$ cat src/rtl/spi_globals_pkg.sv
// Shared types and defaults for the SPI master transfer sequencer.
package spi_globals_pkg;

    typedef enum logic {
        MSB_FIRST = 1'b0,
        LSB_FIRST = 1'b1
    } shift_direction_e;

    // Encoded as {cpol, cpha}.
    typedef enum logic [1:0] {
        CPOL0_CPHA0 = 2'd0,
        CPOL0_CPHA1 = 2'd1,
        CPOL1_CPHA0 = 2'd2,
        CPOL1_CPHA1 = 2'd3
    } spi_mode_e;

    typedef enum logic [2:0] {
        ST_IDLE  = 3'd0,
        ST_SETUP = 3'd1,
        ST_XFER  = 3'd2,
        ST_HOLD  = 3'd3,
        ST_GAP   = 3'd4
    } xfer_state_e;

    localparam int DEF_C2T_DELAY = 1;
    localparam int DEF_T2C_DELAY = 1;
    localparam int DEF_WDELAY    = 1;

    function automatic spi_mode_e make_mode(input logic cpol, input logic cpha);
        return spi_mode_e'({cpol, cpha});
    endfunction

    function automatic logic mode_cpol(input spi_mode_e m);
        return (m == CPOL1_CPHA0) || (m == CPOL1_CPHA1);
    endfunction

    function automatic logic mode_cpha(input spi_mode_e m);
        return (m == CPOL0_CPHA1) || (m == CPOL1_CPHA1);
    endfunction

endpackage

$ cat src/rtl/spi_master_xfer_ctrl_if.sv
// Host request/response, configuration and SPI pin bundle for the transfer sequencer.
interface spi_master_xfer_ctrl_if #(
    parameter int DATA_WIDTH   = 8,
    parameter int NO_OF_SLAVES = 1,
    parameter int BAUD_W       = 8
);
    localparam int SEL_W = $clog2(NO_OF_SLAVES) + 1;

    logic                    req_valid;
    logic                    req_ready;
    logic [DATA_WIDTH-1:0]   req_data;
    logic [SEL_W-1:0]        req_cs_sel;
    logic                    cfg_cpol;
    logic                    cfg_cpha;
    logic                    cfg_lsb_first;
    logic [BAUD_W-1:0]       cfg_baud_div;
    logic                    rsp_valid;
    logic [DATA_WIDTH-1:0]   rsp_data;
    logic                    busy;
    logic                    sclk;
    logic [NO_OF_SLAVES-1:0] cs;
    logic                    mosi0;
    logic                    miso0;

    // The sequencer itself.
    modport master (
        input  req_valid, req_data, req_cs_sel,
        input  cfg_cpol, cfg_cpha, cfg_lsb_first, cfg_baud_div,
        input  miso0,
        output req_ready, rsp_valid, rsp_data, busy,
        output sclk, cs, mosi0
    );

    // Host front end plus the addressed SPI device.
    modport slave (
        output req_valid, req_data, req_cs_sel,
        output cfg_cpol, cfg_cpha, cfg_lsb_first, cfg_baud_div,
        output miso0,
        input  req_ready, rsp_valid, rsp_data, busy,
        input  sclk, cs, mosi0
    );

endinterface

$ cat src/rtl/spi_sclk_gen.sv
// Baud divider and SPI clock generator. Produces a half-period tick and, when the
// caller opens the edge window, toggles sclk and flags the leading/trailing edge.
module spi_sclk_gen #(
    parameter int BAUD_W = 8
) (
    input  logic              clk,
    input  logic              rst_n,
    input  logic              run,
    input  logic              idle_lvl,
    input  logic              cpol,
    input  logic              edge_win,
    input  logic [BAUD_W-1:0] div,
    output logic              sclk,
    output logic              tick,
    output logic              lead_stb,
    output logic              trail_stb
);

    logic [BAUD_W-1:0] cnt;
    logic              edge_stb;

    assign tick      = run && (cnt == div);
    assign edge_stb  = tick && edge_win;
    assign lead_stb  = edge_stb && (sclk == cpol);
    assign trail_stb = edge_stb && (sclk != cpol);

    // Half-period counter: parked at zero while idle, wraps on every tick.
    always_ff @(posedge clk or negedge rst_n) begin
        if (!rst_n) begin
            cnt <= '0;
        end else if (!run || tick) begin
            cnt <= '0;
        end else begin
            cnt <= cnt + 1'b1;
        end
    end

    // sclk follows the live idle level when stopped and toggles on windowed ticks.
    always_ff @(posedge clk or negedge rst_n) begin
        if (!rst_n) begin
            sclk <= 1'b0;
        end else if (!run) begin
            sclk <= idle_lvl;
        end else if (edge_stb) begin
            sclk <= ~sclk;
        end
    end

endmodule

$ cat src/rtl/spi_master_xfer_ctrl.sv
// SPI master transfer sequencer: one word per accepted request, programmable
// mode, bit order and baud, received word returned with a one-cycle pulse.
//
// state    | meaning
// ---------+-------------------------------------------------------------
// ST_IDLE  | req_ready high, sclk tracks cfg_cpol, waiting for a request
// ST_SETUP | cs asserted, sclk at idle level for C2T_DELAY half periods
// ST_XFER  | 2*DATA_WIDTH half periods, one sclk edge entering each one
// ST_HOLD  | sclk idle, mosi held for T2C_DELAY half periods; response at exit
// ST_GAP   | cs released, WDELAY half periods before accepting again
//
// The first sclk edge lands exactly C2T_DELAY half periods after cs assert; the
// last edge opens the final XFER half period, so the HOLD delay follows one idle
// half period of XFER.
module spi_master_xfer_ctrl
    import spi_globals_pkg::*;
#(
    parameter int DATA_WIDTH   = 8,
    parameter int NO_OF_SLAVES = 1,
    parameter int BAUD_W       = 8,
    parameter int C2T_DELAY    = DEF_C2T_DELAY,
    parameter int T2C_DELAY    = DEF_T2C_DELAY,
    parameter int WDELAY       = DEF_WDELAY
) (
    input  logic pclk,
    input  logic areset,
    spi_master_xfer_ctrl_if.master bus
);

    localparam int SEL_W  = $clog2(NO_OF_SLAVES) + 1;
    localparam int HCNT_W = $clog2(2*DATA_WIDTH + C2T_DELAY + T2C_DELAY + WDELAY + 1);
    localparam int BCNT_W = $clog2(DATA_WIDTH + 1);

    localparam logic [HCNT_W-1:0] SETUP_LOAD = HCNT_W'(C2T_DELAY - 1);
    localparam logic [HCNT_W-1:0] XFER_LOAD  = HCNT_W'(2*DATA_WIDTH - 1);
    localparam logic [HCNT_W-1:0] HOLD_LOAD  = HCNT_W'(T2C_DELAY - 1);
    localparam logic [HCNT_W-1:0] GAP_LOAD   = HCNT_W'((WDELAY > 0) ? WDELAY - 1 : 0);
    localparam logic [BCNT_W-1:0] LAST_BIT   = BCNT_W'(DATA_WIDTH - 1);

    xfer_state_e             state, state_nxt;
    logic [HCNT_W-1:0]       hcnt, hcnt_nxt;
    spi_mode_e               mode_lat;
    shift_direction_e        dir_lat;
    logic [BAUD_W-1:0]       div_lat;
    logic [SEL_W-1:0]        sel_lat;
    logic [DATA_WIDTH-1:0]   tx_sr;
    logic [DATA_WIDTH-1:0]   rx_sr;
    logic [DATA_WIDTH-1:0]   rsp_data_q;
    logic [BCNT_W-1:0]       bit_cnt;
    logic                    mosi_q;
    logic                    rsp_valid_q;
    logic                    accept;
    logic                    tick;
    logic                    lead_stb;
    logic                    trail_stb;
    logic                    edge_win;
    logic                    hold_done;
    logic                    shift_out;
    logic                    sample_in;
    logic                    cs_active;
    logic                    sclk_int;
    logic [NO_OF_SLAVES-1:0] cs_n;

    assign accept    = bus.req_valid && (state == ST_IDLE);
    assign hold_done = (state == ST_HOLD) && tick && (hcnt == '0);
    assign edge_win  = ((state == ST_SETUP) && (hcnt == '0)) ||
                       ((state == ST_XFER)  && (hcnt != '0));
    assign cs_active = (state == ST_SETUP) || (state == ST_XFER) || (state == ST_HOLD);

    // cpha=0 presents the next bit on the trailing edge (first bit already out at
    // accept, last trailing edge leaves mosi alone); cpha=1 presents on leading edges.
    assign shift_out = mode_cpha(mode_lat) ? lead_stb : (trail_stb && (bit_cnt != LAST_BIT));
    assign sample_in = mode_cpha(mode_lat) ? trail_stb : lead_stb;

    spi_sclk_gen #(
        .BAUD_W (BAUD_W)
    ) u_sclk_gen (
        .clk       (pclk),
        .rst_n     (areset),
        .run       (state != ST_IDLE),
        .idle_lvl  (bus.cfg_cpol),
        .cpol      (mode_cpol(mode_lat)),
        .edge_win  (edge_win),
        .div       (div_lat),
        .sclk      (sclk_int),
        .tick      (tick),
        .lead_stb  (lead_stb),
        .trail_stb (trail_stb)
    );

    // State register and half-period down-counter.
    always_ff @(posedge pclk or negedge areset) begin
        if (!areset) begin
            state <= ST_IDLE;
            hcnt  <= '0;
        end else begin
            state <= state_nxt;
            hcnt  <= hcnt_nxt;
        end
    end

    // Next state: each non-idle state lasts until its half-period count expires.
    always_comb begin
        state_nxt = state;
        hcnt_nxt  = hcnt;
        case (state)
            ST_IDLE: begin
                if (accept) begin
                    state_nxt = ST_SETUP;
                    hcnt_nxt  = SETUP_LOAD;
                end
            end
            ST_SETUP, ST_XFER, ST_HOLD, ST_GAP: begin
                if (tick) begin
                    if (hcnt != '0) begin
                        hcnt_nxt = hcnt - 1'b1;
                    end else if (state == ST_SETUP) begin
                        state_nxt = ST_XFER;
                        hcnt_nxt  = XFER_LOAD;
                    end else if (state == ST_XFER) begin
                        state_nxt = ST_HOLD;
                        hcnt_nxt  = HOLD_LOAD;
                    end else if ((state == ST_HOLD) && (WDELAY > 0)) begin
                        state_nxt = ST_GAP;
                        hcnt_nxt  = GAP_LOAD;
                    end else begin
                        state_nxt = ST_IDLE;
                        hcnt_nxt  = '0;
                    end
                end
            end
            default: begin
                state_nxt = ST_IDLE;
                hcnt_nxt  = '0;
            end
        endcase
    end

    // Transfer datapath: latch request/config on accept, then shift on sclk strobes.
    always_ff @(posedge pclk or negedge areset) begin
        if (!areset) begin
            mode_lat <= CPOL0_CPHA0;
            dir_lat  <= MSB_FIRST;
            div_lat  <= '0;
            sel_lat  <= '0;
            tx_sr    <= '0;
            rx_sr    <= '0;
            bit_cnt  <= '0;
            mosi_q   <= 1'b0;
        end else if (accept) begin
            mode_lat <= make_mode(bus.cfg_cpol, bus.cfg_cpha);
            dir_lat  <= shift_direction_e'(bus.cfg_lsb_first);
            div_lat  <= bus.cfg_baud_div;
            sel_lat  <= bus.req_cs_sel;
            rx_sr    <= '0;
            bit_cnt  <= '0;
            if (!bus.cfg_cpha) begin
                mosi_q <= bus.cfg_lsb_first ? bus.req_data[0] : bus.req_data[DATA_WIDTH-1];
                tx_sr  <= bus.cfg_lsb_first ? (bus.req_data >> 1) : (bus.req_data << 1);
            end else begin
                tx_sr  <= bus.req_data;
            end
        end else begin
            if (trail_stb) begin
                bit_cnt <= bit_cnt + 1'b1;
            end
            if (shift_out) begin
                mosi_q <= (dir_lat == LSB_FIRST) ? tx_sr[0] : tx_sr[DATA_WIDTH-1];
                tx_sr  <= (dir_lat == LSB_FIRST) ? (tx_sr >> 1) : (tx_sr << 1);
            end
            if (sample_in) begin
                rx_sr <= (dir_lat == LSB_FIRST) ? {bus.miso0, rx_sr[DATA_WIDTH-1:1]}
                                                : {rx_sr[DATA_WIDTH-2:0], bus.miso0};
            end
        end
    end

    // Response: one-cycle pulse as HOLD expires, data held until the next pulse.
    always_ff @(posedge pclk or negedge areset) begin
        if (!areset) begin
            rsp_valid_q <= 1'b0;
            rsp_data_q  <= '0;
        end else begin
            rsp_valid_q <= hold_done;
            if (hold_done) begin
                rsp_data_q <= rx_sr;
            end
        end
    end

    // Chip-select decode; an out-of-range index leaves every select high.
    always_comb begin
        cs_n = '1;
        if (cs_active) begin
            for (int i = 0; i < NO_OF_SLAVES; i++) begin
                if (sel_lat == SEL_W'(i)) begin
                    cs_n[i] = 1'b0;
                end
            end
        end
    end

    assign bus.req_ready = (state == ST_IDLE);
    assign bus.busy      = (state != ST_IDLE);
    assign bus.rsp_valid = rsp_valid_q;
    assign bus.rsp_data  = rsp_data_q;
    assign bus.sclk      = sclk_int;
    assign bus.cs        = cs_n;
    assign bus.mosi0     = mosi_q;

endmodule
$ cat src/flat_wrapper.sv
// flat-port wrapper written by rule: the top's interface ports become plain ports
module spi_master_xfer_ctrl_flat import spi_globals_pkg::*;
#(
    parameter int DATA_WIDTH   = 8,
    parameter int NO_OF_SLAVES = 1,
    parameter int BAUD_W       = 8,
    parameter int C2T_DELAY    = DEF_C2T_DELAY,
    parameter int T2C_DELAY    = DEF_T2C_DELAY,
    parameter int WDELAY       = DEF_WDELAY
)
  (pclk, areset, bus_req_valid, bus_req_data, bus_req_cs_sel, bus_cfg_cpol, bus_cfg_cpha, bus_cfg_lsb_first, bus_cfg_baud_div, bus_miso0, bus_req_ready, bus_rsp_valid, bus_rsp_data, bus_busy, bus_sclk, bus_cs, bus_mosi0);
  spi_master_xfer_ctrl_if #(.DATA_WIDTH(DATA_WIDTH), .NO_OF_SLAVES(NO_OF_SLAVES), .BAUD_W(BAUD_W)) bus_i ();
  input  logic pclk;
  input  logic areset;
  input wire logic [$bits(bus_i.req_valid)-1:0] bus_req_valid;
  input wire logic [$bits(bus_i.req_data)-1:0] bus_req_data;
  input wire logic [$bits(bus_i.req_cs_sel)-1:0] bus_req_cs_sel;
  input wire logic [$bits(bus_i.cfg_cpol)-1:0] bus_cfg_cpol;
  input wire logic [$bits(bus_i.cfg_cpha)-1:0] bus_cfg_cpha;
  input wire logic [$bits(bus_i.cfg_lsb_first)-1:0] bus_cfg_lsb_first;
  input wire logic [$bits(bus_i.cfg_baud_div)-1:0] bus_cfg_baud_div;
  input wire logic [$bits(bus_i.miso0)-1:0] bus_miso0;
  output wire logic [$bits(bus_i.req_ready)-1:0] bus_req_ready;
  output wire logic [$bits(bus_i.rsp_valid)-1:0] bus_rsp_valid;
  output wire logic [$bits(bus_i.rsp_data)-1:0] bus_rsp_data;
  output wire logic [$bits(bus_i.busy)-1:0] bus_busy;
  output wire logic [$bits(bus_i.sclk)-1:0] bus_sclk;
  output wire logic [$bits(bus_i.cs)-1:0] bus_cs;
  output wire logic [$bits(bus_i.mosi0)-1:0] bus_mosi0;
  assign bus_i.req_valid = bus_req_valid;
  assign bus_i.req_data = bus_req_data;
  assign bus_i.req_cs_sel = bus_req_cs_sel;
  assign bus_i.cfg_cpol = bus_cfg_cpol;
  assign bus_i.cfg_cpha = bus_cfg_cpha;
  assign bus_i.cfg_lsb_first = bus_cfg_lsb_first;
  assign bus_i.cfg_baud_div = bus_cfg_baud_div;
  assign bus_i.miso0 = bus_miso0;
  assign bus_req_ready = bus_i.req_ready;
  assign bus_rsp_valid = bus_i.rsp_valid;
  assign bus_rsp_data = bus_i.rsp_data;
  assign bus_busy = bus_i.busy;
  assign bus_sclk = bus_i.sclk;
  assign bus_cs = bus_i.cs;
  assign bus_mosi0 = bus_i.mosi0;
  spi_master_xfer_ctrl #(.DATA_WIDTH(DATA_WIDTH), .NO_OF_SLAVES(NO_OF_SLAVES), .BAUD_W(BAUD_W), .C2T_DELAY(C2T_DELAY), .T2C_DELAY(T2C_DELAY), .WDELAY(WDELAY)) u_core (.pclk(pclk), .areset(areset), .bus(bus_i));
endmodule
$ cat config.mk
export PLATFORM = sky130hd
export DESIGN_NAME = spi_master_xfer_ctrl_flat
export DESIGN_NICKNAME = d
export VERILOG_FILES = /design/src/rtl/spi_globals_pkg.sv /design/src/rtl/spi_master_xfer_ctrl_if.sv /design/src/rtl/spi_sclk_gen.sv /design/src/rtl/spi_master_xfer_ctrl.sv /design/src/flat_wrapper.sv
export SDC_FILE = /design/constraint.sdc
export NUM_CORES = 1
export LEC_CHECK = 0
export CAP_MARGIN = 15
export CORE_MARGIN = 5
export CORE_UTILIZATION = 50
export CTS_CLUSTER_DIAMETER = 50
export DETAILED_ROUTE_END_ITERATION = 7
export HOLD_SLACK_MARGIN = 0.1
export PLACE_DENSITY = 0.73
export SYNTH_ARGS = -nofsm -noshare
export SYNTH_HDL_FRONTEND = slang
export SYNTH_SLANG_ARGS = --single-unit
$ cat constraint.sdc
create_clock -name pclk -period 5.65 [get_ports pclk]
set_input_delay 1.13 -clock pclk [delete_from_list [all_inputs] [get_ports pclk]]
set_output_delay 1.13 -clock pclk [all_outputs]
set_load 0.05 [all_outputs]
==> flow_metrics.tcl <==
set metrics [dict create \
    gp_routability_congestion 0.8331 \
    power_report.internal_total_mw 1.123 \
    synth_nets 359 \
    clk-insertion-delay-late_ns 0.34 \
    antenna_cells 0 \
    grt_start_max_net_pins 60 \
    dp_hpwl_um 4635 \
    dr.pass1.iters 4 \
    areal_power_density_over_the_cells_nw_per_um2 477.7 \
    crit_path_max_incr_delay_ns 0.79 \
    fraction_of_synthesis_flops_using_an_asynchronous_set_or_reset_pin_pct 100.0 \
    syn_area_um2 3196 \
    multiInputGateArea_um2 1615 \
    pre_cts_slack_ns 2.481 \
    synth_ff_type "sky130_fd_sc_hd__dfrtp_1" \
    worstMarginPinSlew_ns 1.141 \
    drt_iter0_drc 132 \
    cts_tree "done" \
    clock_buffer_depth 2 \
    arrival_ns 2.45 \
    clock_sinks 59 \
    power.clock.fraction_pct 21.5 \
    antenna_found_initial 0 \
    post_cts_hold_buffer_count 0 \
    worst-path-max-fanout 18 \
    critical-path-slowest-cell "sky130_fd_sc_hd__clkdlybuf4s50_1" \
    layout-drive-gt1-share_pct 11.48 \
    yosys_warnings 0 \
    dominant_delay_contributor_by_cell_family_on_the_critical_path "buffers and inverters" \
    hold_path_class "reg -> reg" \
    synthesis_to_layout_area_growth_pct 18.91 \
    vias_in_the_first_global_route 2530 \
    crit_path_cell_trace "nor3_2, clkinv_1, clkdlybuf4s50_1" \
    commonest_non_fill_non_tap_cell_in_the_layout "sky130_fd_sc_hd__dfrtp_1" \
    synth-seq-area-share_pct 46.20 \
    synth_top_family_by_area "simple AND/OR/NAND/NOR gates" \
    synth.ff_latch_count 59 \
    grt_first_pass_wirelength_um 11940 \
    setup_violation_total_in_the_final_timing_report 0 \
    die_width_um 89.95 \
    timing.final.crit_share_pct 63.37 \
    routed_wl_um 6779 \
    clock_skew_ns 0.008343 \
    worst_slew_margin_rel_pct 23.84 \
    ys_types 51 \
    worst-r2r-setup-slack_ns 2.89 \
    required_time_reported_for_the_critical_path_endpoint_ns 4.52 \
    crit_buf_inv 2 \
    min_delay_path_depth 2 \
    hold_viol 0 \
    numPortBuffers 37 \
    setup_repair_after_global_routing_missed_its_margin "no" \
    swShare_pct 38.13 \
    chipHeight_um 89.95 \
    synth-adder-area-share_pct 1.175 \
    final.min_clock_period_ns 3.580 \
    worst_slack_ns 2.070 \
    combPwrFrac_pct 36.9 \
    totalNegativeSetupSlack_ns 0 \
    status "complete, no violations" \
    worst-setup-path-type "reg -> out" \
    hold_path_end "u_core.sel_lat" \
    design.final.nets 389 \
    final.fill_count 562 \
    drt.antenna.violating_nets 0 \
    drt_drc_violations_left 0 \
    total_clock_buffers_created_by_cts 9 \
    worstReg2RegEnd "u_core.tx_sr[0]" \
    worstHoldStart "u_core.sel_lat" \
    cellLeakagePower_nw 1.718 \
    synth_simple_gate_area_share_pct 19.07 \
    synth_compound_area_share_pct 12.80 \
    vias 2527 \
    pin_count 38 \
    std_cell_rows 29 \
    cts_root_buffer "sky130_fd_sc_hd__clkbuf_8" \
    clkSlewWorstSetupHoldPaths_ns 0.06 \
    overflow 0 \
    synth_edf_count 0 \
    synth-xor-area-share_pct 5.208 \
    r2r_cells 5 \
    placeableCoreArea_um2 6277 \
    post_cts.resized_instances 0 \
    regToRegStartpoint "u_core.state[2]" \
    initial_cell_density_of_the_core_pct 50.91 \
    worst_setup_path_end_kind "output pin" \
    type_of_element_launching_the_critical_path "flip-flop" \
    h_tree_depth_reported_by_cts 3 \
    syn_inst_count 332 \
    slew_viol_final 0 \
    grt_use_total_pct 17.72 \
    sequentialPowerShare_pct 41.6 \
    routedWlPerCell_um 15.30 \
    cap_violations 0 \
    register_area_um2 1476 \
    max_freq_ghz 0.2793 \
    fp.dieArea_um2 8090 \
    via_per_inst 5.704 \
    post_synth.cell_area_avg_um2 9.625 \
    synth_mux_area_share_pct 12.02 \
    highest_count_cells_in_the_layout_ignoring_fill_and_taps "sky130_fd_sc_hd__dfrtp_1 (59), sky130_fd_sc_hd__nand2_1 (49), sky130_fd_sc_hd__clkdlybuf4s50_1 (36)" \
    switching_power_mw 0.6921 \
    worst_ir_drop_vdd_mv 0.2824 \
    buffers_inserted_during_post_cts_setup_optimization 0 \
]
[flip-flops by register name, summed over array words and instances (netlist names), 2 cells and up]
signal                 count
u_core.bit_cnt             4
u_core.bus.rsp_data        8
u_core.div_lat             8
u_core.hcnt                5
u_core.mode_lat            2
u_core.rx_sr               8
u_core.state               3
u_core.tx_sr               8
u_core.u_sclk_gen.cnt      8
[synthesized netlist by cell type (3+ instances only)]
cell type / number / area share [%]
sky130_fd_sc_hd__o21ai_0: 6 / 0.94
sky130_fd_sc_hd__buf_2: 3 / 0.47
sky130_fd_sc_hd__nand3_1: 8 / 1.3
sky130_fd_sc_hd__and3_1: 12 / 2.3
sky130_fd_sc_hd__mux2_2: 15 / 5.3
sky130_fd_sc_hd__nand2_1: 49 / 5.8
sky130_fd_sc_hd__nand2b_1: 4 / 0.78
sky130_fd_sc_hd__xnor2_1: 13 / 3.6
sky130_fd_sc_hd__a21boi_0: 3 / 0.70
sky130_fd_sc_hd__ha_1: 3 / 1.2
sky130_fd_sc_hd__o41ai_1: 6 / 1.6
sky130_fd_sc_hd__mux2i_1: 20 / 6.3
sky130_fd_sc_hd__inv_1: 5 / 0.59
sky130_fd_sc_hd__nor2_1: 21 / 2.5
sky130_fd_sc_hd__xor2_1: 6 / 1.6
sky130_fd_sc_hd__clkbuf_1: 16 / 1.9
sky130_fd_sc_hd__o22ai_1: 7 / 1.4
sky130_fd_sc_hd__nor3_1: 11 / 1.7
sky130_fd_sc_hd__a21oi_1: 26 / 4.1
sky130_fd_sc_hd__dfrtp_1: 59 / 46
[logic make-up (layout without fill, tap and decap cells)]
logic type                 count (synthesis)  in the layout
buffers and inverters                     27             61
AOI/OAI and AO/OA                         64             64
DFF                                       59             59
adders and majority gates                  3              3
and+or+nand+nor                          124            124
muxes                                     36             36
xor gates and xnor gates                  19             19
[cell type report]
cell class | count | share of cell area (%)
Timing Repair Buffer | 40 | 10.21
Clock buffer | 11 | 3.984
Clock inverter | 4 | 1.317
Tap cell | 77 | 2.535
Sequential cell | 59 | 38.85
Multi-Input combinational cell | 246 | 42.51
Inverter | 6 | 0.5927
[worst register-to-register path, cell delays in order, from the launching register on]
cell,delay [ns]
sky130_fd_sc_hd__dfrtp_1,0.59
sky130_fd_sc_hd__nor3_2,0.39
sky130_fd_sc_hd__clkinv_1,0.34
sky130_fd_sc_hd__nor2_2,0.94
sky130_fd_sc_hd__o211ai_1,0.21
sky130_fd_sc_hd__o31a_1,0.18
[per-stage QoR]
step                std cells  hold WS [ns]  instance area (µm²)  total power, mW  utilization [%]
finish                    443        0.4808                 3800            1.815            60.53
global route              443        0.5195                 3800            1.950            60.53
CTS                       443        0.4833                 3800            1.826            60.53
detailed placement        428        0.4697                 3598            1.426            57.33
global placement          428        0.4793                 3598            1.408            57.33
floorplan                 332        0.4395                 3196            1.245                -
[power groups by stage]
stage	Combinational (mW)	Sequential, mW	Clock (mW)
2_1_floorplan	0.522	0.722	0
3_3_place_gp	0.652	0.756	0
3_5_place_dp	0.667	0.759	0
4_1_cts	0.673	0.754	0.399
5_1_grt	0.752	0.782	0.416
6_report	0.670	0.755	0.390
[worst max-delay path by stage]
stage	start	endpoint	slack [ns]	cells past startpoint
floorplan	u_core.state[1]	bus_busy	2.45	3
global placement	bus_req_valid	u_core.tx_sr[0]	2.56	5
detailed placement	u_core.state[2]	bus_busy	2.48	3
CTS	u_core.state[2]	bus_busy	2.11	3
global route	u_core.state[2]	bus_busy	1.94	3
finish	u_core.state[2]	bus_busy	2.07	3
[layer usage]
metal	routed length [µm]	GRT usage (%)	vias to the layer above
li1	-	-	1238
met1	3084	22.59	1221
met2	3242	28.78	56
met3	337	4.424	12
met4	114	7.196	0
met5	0	0	-
(Power assumes the default switching activity.)
